## config.mk

```make
export PLATFORM = sky130hd
export DESIGN_NAME = pipeline_hold_ctrl_flat
export DESIGN_NICKNAME = d
export VERILOG_FILES = /design/src/rtl/pipeline_hold_ctrl_if.sv /design/src/rtl/pipeline_hold_ctrl.sv /design/src/flat_wrapper.sv
export SDC_FILE = /design/constraint.sdc
export NUM_CORES = 1
export LEC_CHECK = 0
export CORE_MARGIN = 2
export CORE_UTILIZATION = 52
export DETAILED_ROUTE_END_ITERATION = 7
export PLACE_DENSITY = 0.79
export RECOVER_POWER = 25
export SKIP_LAST_GASP = 1
export SLEW_MARGIN = 25
export SYNTH_ARGS = -nofsm -noshare
export SYNTH_HDL_FRONTEND = slang
export SYNTH_SLANG_ARGS = --single-unit
```

## constraint.sdc

```tcl
create_clock -name clk -period 2.2 [get_ports clk]
set_input_delay 0.44 -clock clk [delete_from_list [all_inputs] [get_ports clk]]
set_output_delay 0.44 -clock clk [all_outputs]
set_load 0.02 [all_outputs]
```

## src/rtl/pipeline_hold_ctrl_if.sv

```systemverilog
// Control bundle between the pipeline (master: stall/flush sources, register
// enables) and pipeline_hold_ctrl (slave: per-stage hold/bubble generation).
interface pipeline_hold_ctrl_if #(
  parameter int NUM_SRC = 3,
  parameter int STAGES  = 5,
  parameter int CNT_W   = 32
);
  logic [NUM_SRC-1:0] stall_req;
  logic               flush_req;
  logic               cnt_clr;
  logic [STAGES-1:0]  stall_o;
  logic [STAGES-1:0]  bubble_o;
  logic               stall;
  logic               flush_busy;
  logic [CNT_W-1:0]   stall_cnt;
  logic               timeout_o;

  modport master (
    output stall_req, flush_req, cnt_clr,
    input  stall_o, bubble_o, stall, flush_busy, stall_cnt, timeout_o
  );

  modport slave (
    input  stall_req, flush_req, cnt_clr,
    output stall_o, bubble_o, stall, flush_busy, stall_cnt, timeout_o
  );
endinterface

```

## src/rtl/pipeline_hold_ctrl.sv

```systemverilog
// Per-stage hold/bubble controller: maps stall sources onto stage holds,
// sequences multi-cycle front-end flushes, counts stall cycles, runs a watchdog.
module pipeline_hold_ctrl #(
  parameter int                   NUM_SRC      = 3,
  parameter int                   STAGES       = 5,
  parameter logic [NUM_SRC*8-1:0] SRC_STAGE    = {8'd3, 8'd1, 8'd1},
  parameter int                   FLUSH_DEPTH  = 2,
  parameter int                   FLUSH_CYCLES = 1,
  parameter int                   CNT_W        = 32,
  parameter int                   TIMEOUT      = 1024
) (
  input  logic                 clk,
  input  logic                 rst_n,
  pipeline_hold_ctrl_if.slave  bus
);

  localparam int FCW = $clog2(FLUSH_CYCLES + 1);
  localparam int RW  = (TIMEOUT > 0) ? $clog2(TIMEOUT + 1) : 1;
  localparam logic [FCW-1:0] FC_L  = FCW'(FLUSH_CYCLES);
  localparam logic [RW-1:0]  TO_L  = RW'(TIMEOUT);
  localparam bit             WD_EN = (TIMEOUT > 0);

  localparam logic [1:0] RUN   = 2'd0;
  localparam logic [1:0] STALL = 2'd1;
  localparam logic [1:0] FLUSH = 2'd2;

  logic [1:0]       st, st_n;
  logic             pend, pend_n;
  logic [FCW-1:0]   fcnt, fcnt_n;
  logic [RW-1:0]    run_cnt;
  logic [CNT_W-1:0] stall_cnt;
  logic             timeout;

  logic [STAGES-1:0] hold, sbub, fmask, fgate, stall_o_c, bubble_c;
  logic              any_stall, flushing, stall_c, req;

  // A source owning stage k holds every stage upstream of it as well.
  always_comb begin
    hold = '0;
    for (int s = 0; s < STAGES; s++)
      for (int i = 0; i < NUM_SRC; i++)
        if (int'(SRC_STAGE[8*i +: 8]) >= s) hold[s] = hold[s] | bus.stall_req[i];
  end

  assign sbub[0] = 1'b0;
  for (genvar s = 0; s < STAGES; s++) begin : g_stage
    assign fmask[s] = (s < FLUSH_DEPTH);
    if (s > 0) begin : g_bub
      assign sbub[s] = hold[s-1] & ~hold[s];
    end
  end

  assign any_stall = |bus.stall_req;
  assign req       = bus.flush_req;
  assign flushing  = (st == FLUSH);
  assign fgate     = flushing ? fmask : '0;
  assign stall_o_c = hold & ~fgate;
  assign bubble_c  = sbub | fgate;
  assign stall_c   = |stall_o_c;

  assign bus.stall_o    = rst_n ? stall_o_c : '0;
  assign bus.bubble_o   = rst_n ? bubble_c  : '0;
  assign bus.stall      = rst_n & stall_c;
  assign bus.flush_busy = rst_n & (pend | flushing);
  assign bus.stall_cnt  = stall_cnt;
  assign bus.timeout_o  = timeout;

  always_comb begin
    st_n   = st;
    pend_n = pend;
    fcnt_n = fcnt;
    case (st)
      RUN: begin
        if (any_stall) begin
          st_n   = STALL;
          pend_n = pend | req;
        end else if (pend | req) begin
          st_n   = FLUSH;
          pend_n = 1'b1;
          fcnt_n = FC_L;
        end
      end
      STALL: begin
        pend_n = pend | req;
        if (!any_stall) begin
          if (pend | req) begin
            st_n = FLUSH;
            // Resume an interrupted flush; a fresh one starts full length.
            if (fcnt == '0) fcnt_n = FC_L;
          end else begin
            st_n = RUN;
          end
        end
      end
      FLUSH: begin
        if (req) begin
          fcnt_n = FC_L;
          pend_n = 1'b1;
        end else if (fcnt <= 1) begin
          fcnt_n = '0;
          pend_n = 1'b0;
        end else begin
          fcnt_n = fcnt - 1'b1;
        end
        if (any_stall)                 st_n = STALL;
        else if (!req && fcnt <= 1)    st_n = RUN;
      end
      default: begin
        st_n   = RUN;
        pend_n = 1'b0;
        fcnt_n = '0;
      end
    endcase
  end

  always_ff @(posedge clk or negedge rst_n) begin
    if (!rst_n) begin
      st   <= RUN;
      pend <= 1'b0;
      fcnt <= '0;
    end else begin
      st   <= st_n;
      pend <= pend_n;
      fcnt <= fcnt_n;
    end
  end

  always_ff @(posedge clk or negedge rst_n) begin
    if (!rst_n) begin
      stall_cnt <= '0;
      run_cnt   <= '0;
      timeout   <= 1'b0;
    end else begin
      if (bus.cnt_clr)                        stall_cnt <= '0;
      else if (stall_c && stall_cnt != '1)    stall_cnt <= stall_cnt + 1'b1;

      if (!stall_c)                           run_cnt <= '0;
      else if (run_cnt != TO_L)               run_cnt <= run_cnt + 1'b1;

      // Fires on the stall cycle that brings the run length to TIMEOUT.
      if (bus.cnt_clr)                                            timeout <= 1'b0;
      else if (WD_EN && stall_c && run_cnt >= TO_L - 1'b1)        timeout <= 1'b1;
    end
  end

endmodule

```

## src/flat_wrapper.sv

```systemverilog
// flat-port wrapper written by rule: the top's interface ports become plain ports
module pipeline_hold_ctrl_flat 
#(
  parameter int                   NUM_SRC      = 3,
  parameter int                   STAGES       = 5,
  parameter logic [NUM_SRC*8-1:0] SRC_STAGE    = {8'd3, 8'd1, 8'd1},
  parameter int                   FLUSH_DEPTH  = 2,
  parameter int                   FLUSH_CYCLES = 1,
  parameter int                   CNT_W        = 32,
  parameter int                   TIMEOUT      = 1024
)
  (clk, rst_n, bus_stall_req, bus_flush_req, bus_cnt_clr, bus_stall_o, bus_bubble_o, bus_stall, bus_flush_busy, bus_stall_cnt, bus_timeout_o);
  pipeline_hold_ctrl_if #(.NUM_SRC(NUM_SRC), .STAGES(STAGES), .CNT_W(CNT_W)) bus_i ();
  input  logic clk;
  input  logic rst_n;
  input wire logic [$bits(bus_i.stall_req)-1:0] bus_stall_req;
  input wire logic [$bits(bus_i.flush_req)-1:0] bus_flush_req;
  input wire logic [$bits(bus_i.cnt_clr)-1:0] bus_cnt_clr;
  output wire logic [$bits(bus_i.stall_o)-1:0] bus_stall_o;
  output wire logic [$bits(bus_i.bubble_o)-1:0] bus_bubble_o;
  output wire logic [$bits(bus_i.stall)-1:0] bus_stall;
  output wire logic [$bits(bus_i.flush_busy)-1:0] bus_flush_busy;
  output wire logic [$bits(bus_i.stall_cnt)-1:0] bus_stall_cnt;
  output wire logic [$bits(bus_i.timeout_o)-1:0] bus_timeout_o;
  assign bus_i.stall_req = bus_stall_req;
  assign bus_i.flush_req = bus_flush_req;
  assign bus_i.cnt_clr = bus_cnt_clr;
  assign bus_stall_o = bus_i.stall_o;
  assign bus_bubble_o = bus_i.bubble_o;
  assign bus_stall = bus_i.stall;
  assign bus_flush_busy = bus_i.flush_busy;
  assign bus_stall_cnt = bus_i.stall_cnt;
  assign bus_timeout_o = bus_i.timeout_o;
  pipeline_hold_ctrl #(.NUM_SRC(NUM_SRC), .STAGES(STAGES), .SRC_STAGE(SRC_STAGE), .FLUSH_DEPTH(FLUSH_DEPTH), .FLUSH_CYCLES(FLUSH_CYCLES), .CNT_W(CNT_W), .TIMEOUT(TIMEOUT)) u_core (.clk(clk), .rst_n(rst_n), .bus(bus_i));
endmodule
```

Yosys cells after proc, flatten, opt, wreduce, memory -nomap -nowiden
Index checks and enable logic that the tools add are counted.
{"block": "op_classes", "n_eq_ne": 8, "n_shift": 0, "order_cmp": 1, "n_div": 0, "n_mux": 20, "addsub": 2, "multipliers": 0, "bitwise": 11, "n_reduce_logical": 8}
{"op": "32-bit 2-to-1 mux", "count": 2}
{"op": "32-bit by 1-bit adder with 32-bit output (second input constant)", "count": 1}
{"op": "32-bit != test (second input constant)", "count": 1}
{"op": "11-bit 2-to-1 mux", "count": 2}
{"op": "2-bit 2-to-1 mux", "count": 7}
{"op": "11-bit by 1-bit adder with 11-bit output (second input constant)", "count": 1}
{"op": "11-bit by 10-bit >= comparator with 1-bit output (second input constant)", "count": 1}
{"op": "11-bit != test (second input constant)", "count": 1}
{"op": "5-bit 2-to-1 mux", "count": 2}
{"op": "2-bit one-hot mux with 3 select lines", "count": 1}
{"op": "4-bit by 5-bit AND with 5-bit output", "count": 1}
{"op": "1-bit 2-to-1 mux", "count": 5}
{"op": "5-bit NOT", "count": 1}
{"op": "5-bit bitwise OR", "count": 1}
{"op": "5-bit OR reduction", "count": 1}
{"op": "2-bit != test (second input constant)", "count": 2}
{"op": "1-bit bitwise OR", "count": 4}
{"op": "2-bit nonzero test", "count": 2}
{"op": "1-bit AND", "count": 3}
{"op": "3-bit by 1-bit != test with 1-bit output (second input constant)", "count": 1}
{"op": "3-bit by 2-bit != test with 1-bit output (second input constant)", "count": 1}
{"op": "1-bit one-hot mux with 3 select lines", "count": 1}
{"op": "3-bit AND reduction", "count": 1}
{"op": "3-bit OR reduction", "count": 1}
{"op": "5 further kinds", "count": 6}
{"block": "word_totals", "romBits": 0, "register_bits": 47, "out_inout_bits": 45, "latch_bits": 0, "n_memories": 0, "ramBits": 0, "elab_cells": 55, "input_bits": 7}

Depth between registers and ports, before layout
{"block": "logic_depth", "word_depth": 8, "ltp_mapped": 7, "mapped_depth_nobuf": 6}

Worst setup path after synthesis
OpenSTA, ideal clock, no wires.
{"block": "synth_timing", "path_kind": "register to register", "startpoint": "register u_core.stall_cnt[0], in the netlist u_core.bus.stall_cnt[0]", "endpoint": "register u_core.stall_cnt[16], in the netlist u_core.bus.stall_cnt[16]", "setup_slack_ns": -0.037, "period_less_slack_ns": 2.237, "arrival_ns": 2.159, "setup_time_ns": 0.078, "path_buffers": 1, "t_required_ns": 2.122, "stages_incl_launch_ff": 7, "cell_sequence": "dfrtp_1 > ha_1 > nand4_1 > or3_1 > clkbuf_1 > or4_1 > a21oi_1"}
{"block": "synth_between", "elab_chain_len": 3, "word_cells_on_any_way": 6, "classes_between": "add/sub: 1; eq/ne: 1; mux: 2; reduce/logical: 2"}
{"item": "from (decl)", "line_no": "pipeline_hold_ctrl.sv:31", "text": "logic [CNT_W-1:0] stall_cnt;"}
{"item": "from (signal assigned)", "line_no": "pipeline_hold_ctrl.sv:135", "text": "else if (stall_c && stall_cnt != '1) stall_cnt <= stall_cnt + 1'b1;"}
{"item": "32-bit by 1-bit adder with 32-bit output / 32-bit != test (equally long branches)", "line_no": "pipeline_hold_ctrl.sv:135"}
{"item": "32-bit 2-to-1 mux / 1-bit logical AND (equally long branches)", "line_no": "pipeline_hold_ctrl.sv:135"}
{"item": "32-bit 2-to-1 mux / 2-bit nonzero test (equally long branches)"}
Several ways; a longest one is shown, not always the timed one. The select of a mux whose other input is x is not followed.
A chain may end at the register's enable or synchronous reset.

Final worst setup path
{"block": "layout_timing", "startpoint": "register u_core.stall_cnt[22], in the netlist u_core.bus.stall_cnt[22]", "endpoint": "register u_core.stall_cnt[4], in the netlist u_core.bus.stall_cnt[4]"}
{"block": "layout_between", "elab_chain_len": 3}
{"item": "32-bit != test", "line_no": "pipeline_hold_ctrl.sv:135"}
{"item": "1-bit logical AND", "line_no": "pipeline_hold_ctrl.sv:135"}
{"item": "2-bit nonzero test (no line)"}
No other way between the ends.

==> flow_metrics.py <==
metrics = {
    "power_and_ir_drop": {
        "power.density_cell_area_nw_per_um2": 494,
        "vdd_ir_drop_max_uv": 399,
        "power_frac_comb_pct": 14.6,
        "static-leakage-power_nw": 1.43,
        "p_int_mw": 1.25,
        "design_power_total_mw": 1.74,
        "sequentialPowerShare_pct": 56.5,
        "p_sw_share_pct": 28.4,
        "power.switching_uw": 495,
        "p_clk_share_pct": 28.8,
    },
    "grt": {
        "grt_antenna_before_repair": 0,
        "grt_overflow": 0,
        "largest_net_degree_at_the_start_of_global_routing": 40,
        "grt_pass1_wl_um": 10700,
        "grt_util_all_layers_pct": 24.2,
        "grt_pass1_vias": 2442,
    },
    "sta": {
        "skew_ps": 4.97,
        "final-setup-viol-count": 0,
        "rsz0062_at_grt": "no",
        "fin_setup_tns_ps": 0,
        "final_period_minus_worst_setup_slack_ps": 2100,
        "final_min_period_over_clock_period_pct": 95.4,
        "final-hold-violation-count": 0,
        "slew-limit-headroom_pct": 33.9,
        "maxSlewViolCount": 0,
        "worst_slew_pin_slew_ps": 992,
        "timing.final.ws_setup_ps": 100,
        "fmaxAchievable_ghz": 0.476,
    },
    "clock_network": {
        "cts.root.buffer_cell": "clkbuf_8",
        "cts_htree_levels": 2,
        "clkLatencyLatePin_ps": 300,
        "cts.sinks": 47,
        "cts.path.max_buffers": 2,
        "cts_buffers": 5,
        "cts_tree": "built",
        "path_clk_slew_ps": 80,
    },
    "finish": {
        "fin_nets": 380,
        "layout_cells_sized_above_1_pct": 17.0,
        "fillCellCount": 417,
        "count_of_placed_standard_cells_in_the_final_layout_fillers_left_out": 441,
        "layout_commonest_cell": "dfrtp_1",
        "n_antenna_cell": 0,
        "layout.cells.most_common_list": "dfrtp_1 (45), clkdlybuf4s50_1 (35), buf_4 (35)",
        "syn2layout_area_growth_pct": 31.9,
        "multiInputGateArea_um2": 1380,
        "sequential_area_um2": 1180,
        "layout.core_utilization_pct": 70.0,
    },
    "yosys": {
        "post_synth_edffs": 0,
        "netlist_instances": 293,
        "syn-cell-area_um2": 2680,
        "synth_async_sr_flop_share_pct": 100,
        "postSynth.topFlopCell": "dfrtp_1",
        "ys_seq_area_share_pct": 44.0,
        "ys_ff_latch": 47,
        "post_synth.cell_area_avg_um2": 9.13,
        "synth.lib_cells_used.distinct": 46,
        "yosys_warns": 0,
    },
    "setup_path": {
        "worstSetupStartpointType": "register",
        "critical_path.max_fanout": 12,
        "timing.reg2reg.worst_path_depth": 6,
        "cp-startpoint": "u_core.bus.stall_cnt[22]$_DFFE_PN0P_",
        "worstSetupPathType": "reg -> reg",
        "reg2reg_from": "u_core.bus.stall_cnt[22]$_DFFE_PN0P_",
        "endpoint_class_of_the_critical_path": "register",
        "timing.rr.end": "u_core.bus.stall_cnt[4]$_DFFE_PN0P_",
        "cp_data_arrival_time_ps": 2320,
        "regToRegSetupSlack_ps": 100,
        "critical_path_required_ps": 2420,
    },
    "status": {
        "outcome": "finished, final reports clean",
    },
    "floorplanning": {
        "die_w_um": 75.7,
        "fp.dieH_um": 75.7,
        "fp-row-count": 26,
        "floorplan.io_pins": 52,
        "floorplan.core_area_um2": 5040,
        "start_util_pct": 53.1,
        "design.die.area_um2": 5730,
    },
    "hold_path": {
        "hold_path.class": "in -> async",
    },
    "drt": {
        "remaining_routing_drc_violations": 0,
        "pre_antenna_drt_iters": 4,
        "detail_route.iter0.violations": 142,
        "final_antenna_net_count": 0,
        "drt_wl_total_um": 6690,
        "num_vias": 2579,
        "routed_via_density": 5.85,
        "wl_per_cell_um": 15.2,
    },
    "placement": {
        "port_buffers": 49,
        "dp_hpwl_um": 4810,
        "dp.cells": 431,
        "finalWeightedCongestion": 0.848,
        "dpl_worst_slack_ps": -566,
    },
    "run": {
        "reported_max_cap_violation_count": 0,
    },
}
[registers in the layout, summed over array words and instances (netlist names)]
| register | flops |
|---|---|
| u_core.bus.stall_cnt | 32 |
| u_core.bus.timeout_o | 1 |
| u_core.pend | 1 |
| u_core.run_cnt | 11 |
| u_core.st | 2 |
[synthesized netlist by cell type (2+ instances only)]
cell | instances | area, µm²
dfrtp_1 | 47 | 1180
buf_4 | 6 | 45.0
or4_1 | 12 | 90.1
a21oi_1 | 30 | 150
xor2_1 | 7 | 61.3
and2_1 | 3 | 18.8
buf_6 | 2 | 22.5
o2111ai_1 | 2 | 17.5
nor4_1 | 5 | 31.3
and4_1 | 5 | 43.8
o21ai_0 | 13 | 65.1
clkbuf_1 | 8 | 30.0
nand2_1 | 13 | 48.8
nor2b_1 | 6 | 37.5
nor4b_1 | 2 | 17.5
o31ai_1 | 12 | 90.1
nand4_1 | 16 | 100
or3_2 | 5 | 37.5
xnor2_1 | 4 | 35.0
mux2_1 | 4 | 45.0
nor2_1 | 28 | 105
or3_1 | 8 | 50.1
or4_2 | 2 | 17.5
nor3_1 | 4 | 20.0
nand3_1 | 16 | 80.1
ha_1 | 3 | 37.5
inv_1 | 10 | 37.5
nand3b_1 | 2 | 15.0
[how the worst max path moves through the flow]
stage | to | cells past startpoint
floorplan | u_core.bus.stall_cnt[13]$_DFFE_PN0P_ | 6
global placement | bus_stall | 5
detailed placement | bus_stall | 5
CTS | bus_stall | 5
global route | u_core.bus.stall_cnt[4]$_DFFE_PN0P_ | 6
finish | u_core.bus.stall_cnt[4]$_DFFE_PN0P_ | 6
[power groups by stage]
stage               sequential (mW)  clock, mW  combinational (mW)
global placement               1.00          0               0.256
CTS                           0.985      0.510               0.261
floorplan                     0.981          0               0.178
detailed placement             1.00          0               0.264
finish                        0.986      0.503               0.255
global route                  0.996      0.553               0.289
[cells by family after synthesis]
group,after synthesis,synth area share (%)
XOR/XNOR,11,3.60
adder cells (fa/ha/maj),3,1.40
multiplexers,5,2.10
AO/OA/AOI/OAI,63,13.8
buffers and inverters,27,5.24
other,1,0.140
flip-flops,47,44.0
AND/OR/NAND/NOR,136,29.7
[through the flow]
step | area [µm²] | hold WS, ps
3_3_place_gp | 3430 | 264
2_1_floorplan | 2680 | 144
6_report | 3530 | 294
5_1_grt | 3530 | 367
4_1_cts | 3520 | 131
3_5_place_dp | 3430 | 266
[cell type report]
cell class                 instances  share of cell area (%)
timing repair buffer              86                    21.5
clock buffer                       7                    2.16
sequential                        47                    33.4
tap                               70                    2.48
clock inverter                     1                   0.142
multi-input combinational        220                    39.2
inverter                          10                    1.06
[critical path, stage by stage, from the launching register on]
cell and delay [ps]:
dfrtp_1 420, nand3_1 150, or4b_1 620, nor3_4 340, buf_4 240, o21ai_0 100
a21oi_1 140
[metal layers]
metal	vias to the layer above	part of all wire [%]	global-route usage, %
met5	-	0	0
met4	0	0.82	5.85
met3	5	3.8	4.10
met2	59	52	42.9
met1	1280	44	30.7
li1	1235	-	-
[what timing repair did]
item,in CTS,in global routing
setup buffers,0,1
hold buffers,1,0
pin swaps,0,3
setup endpoints to repair,22,14
hold endpoints to repair,1,0
gates resized for setup,25,4
Note: power is estimated with default switching activity, not from simulation.
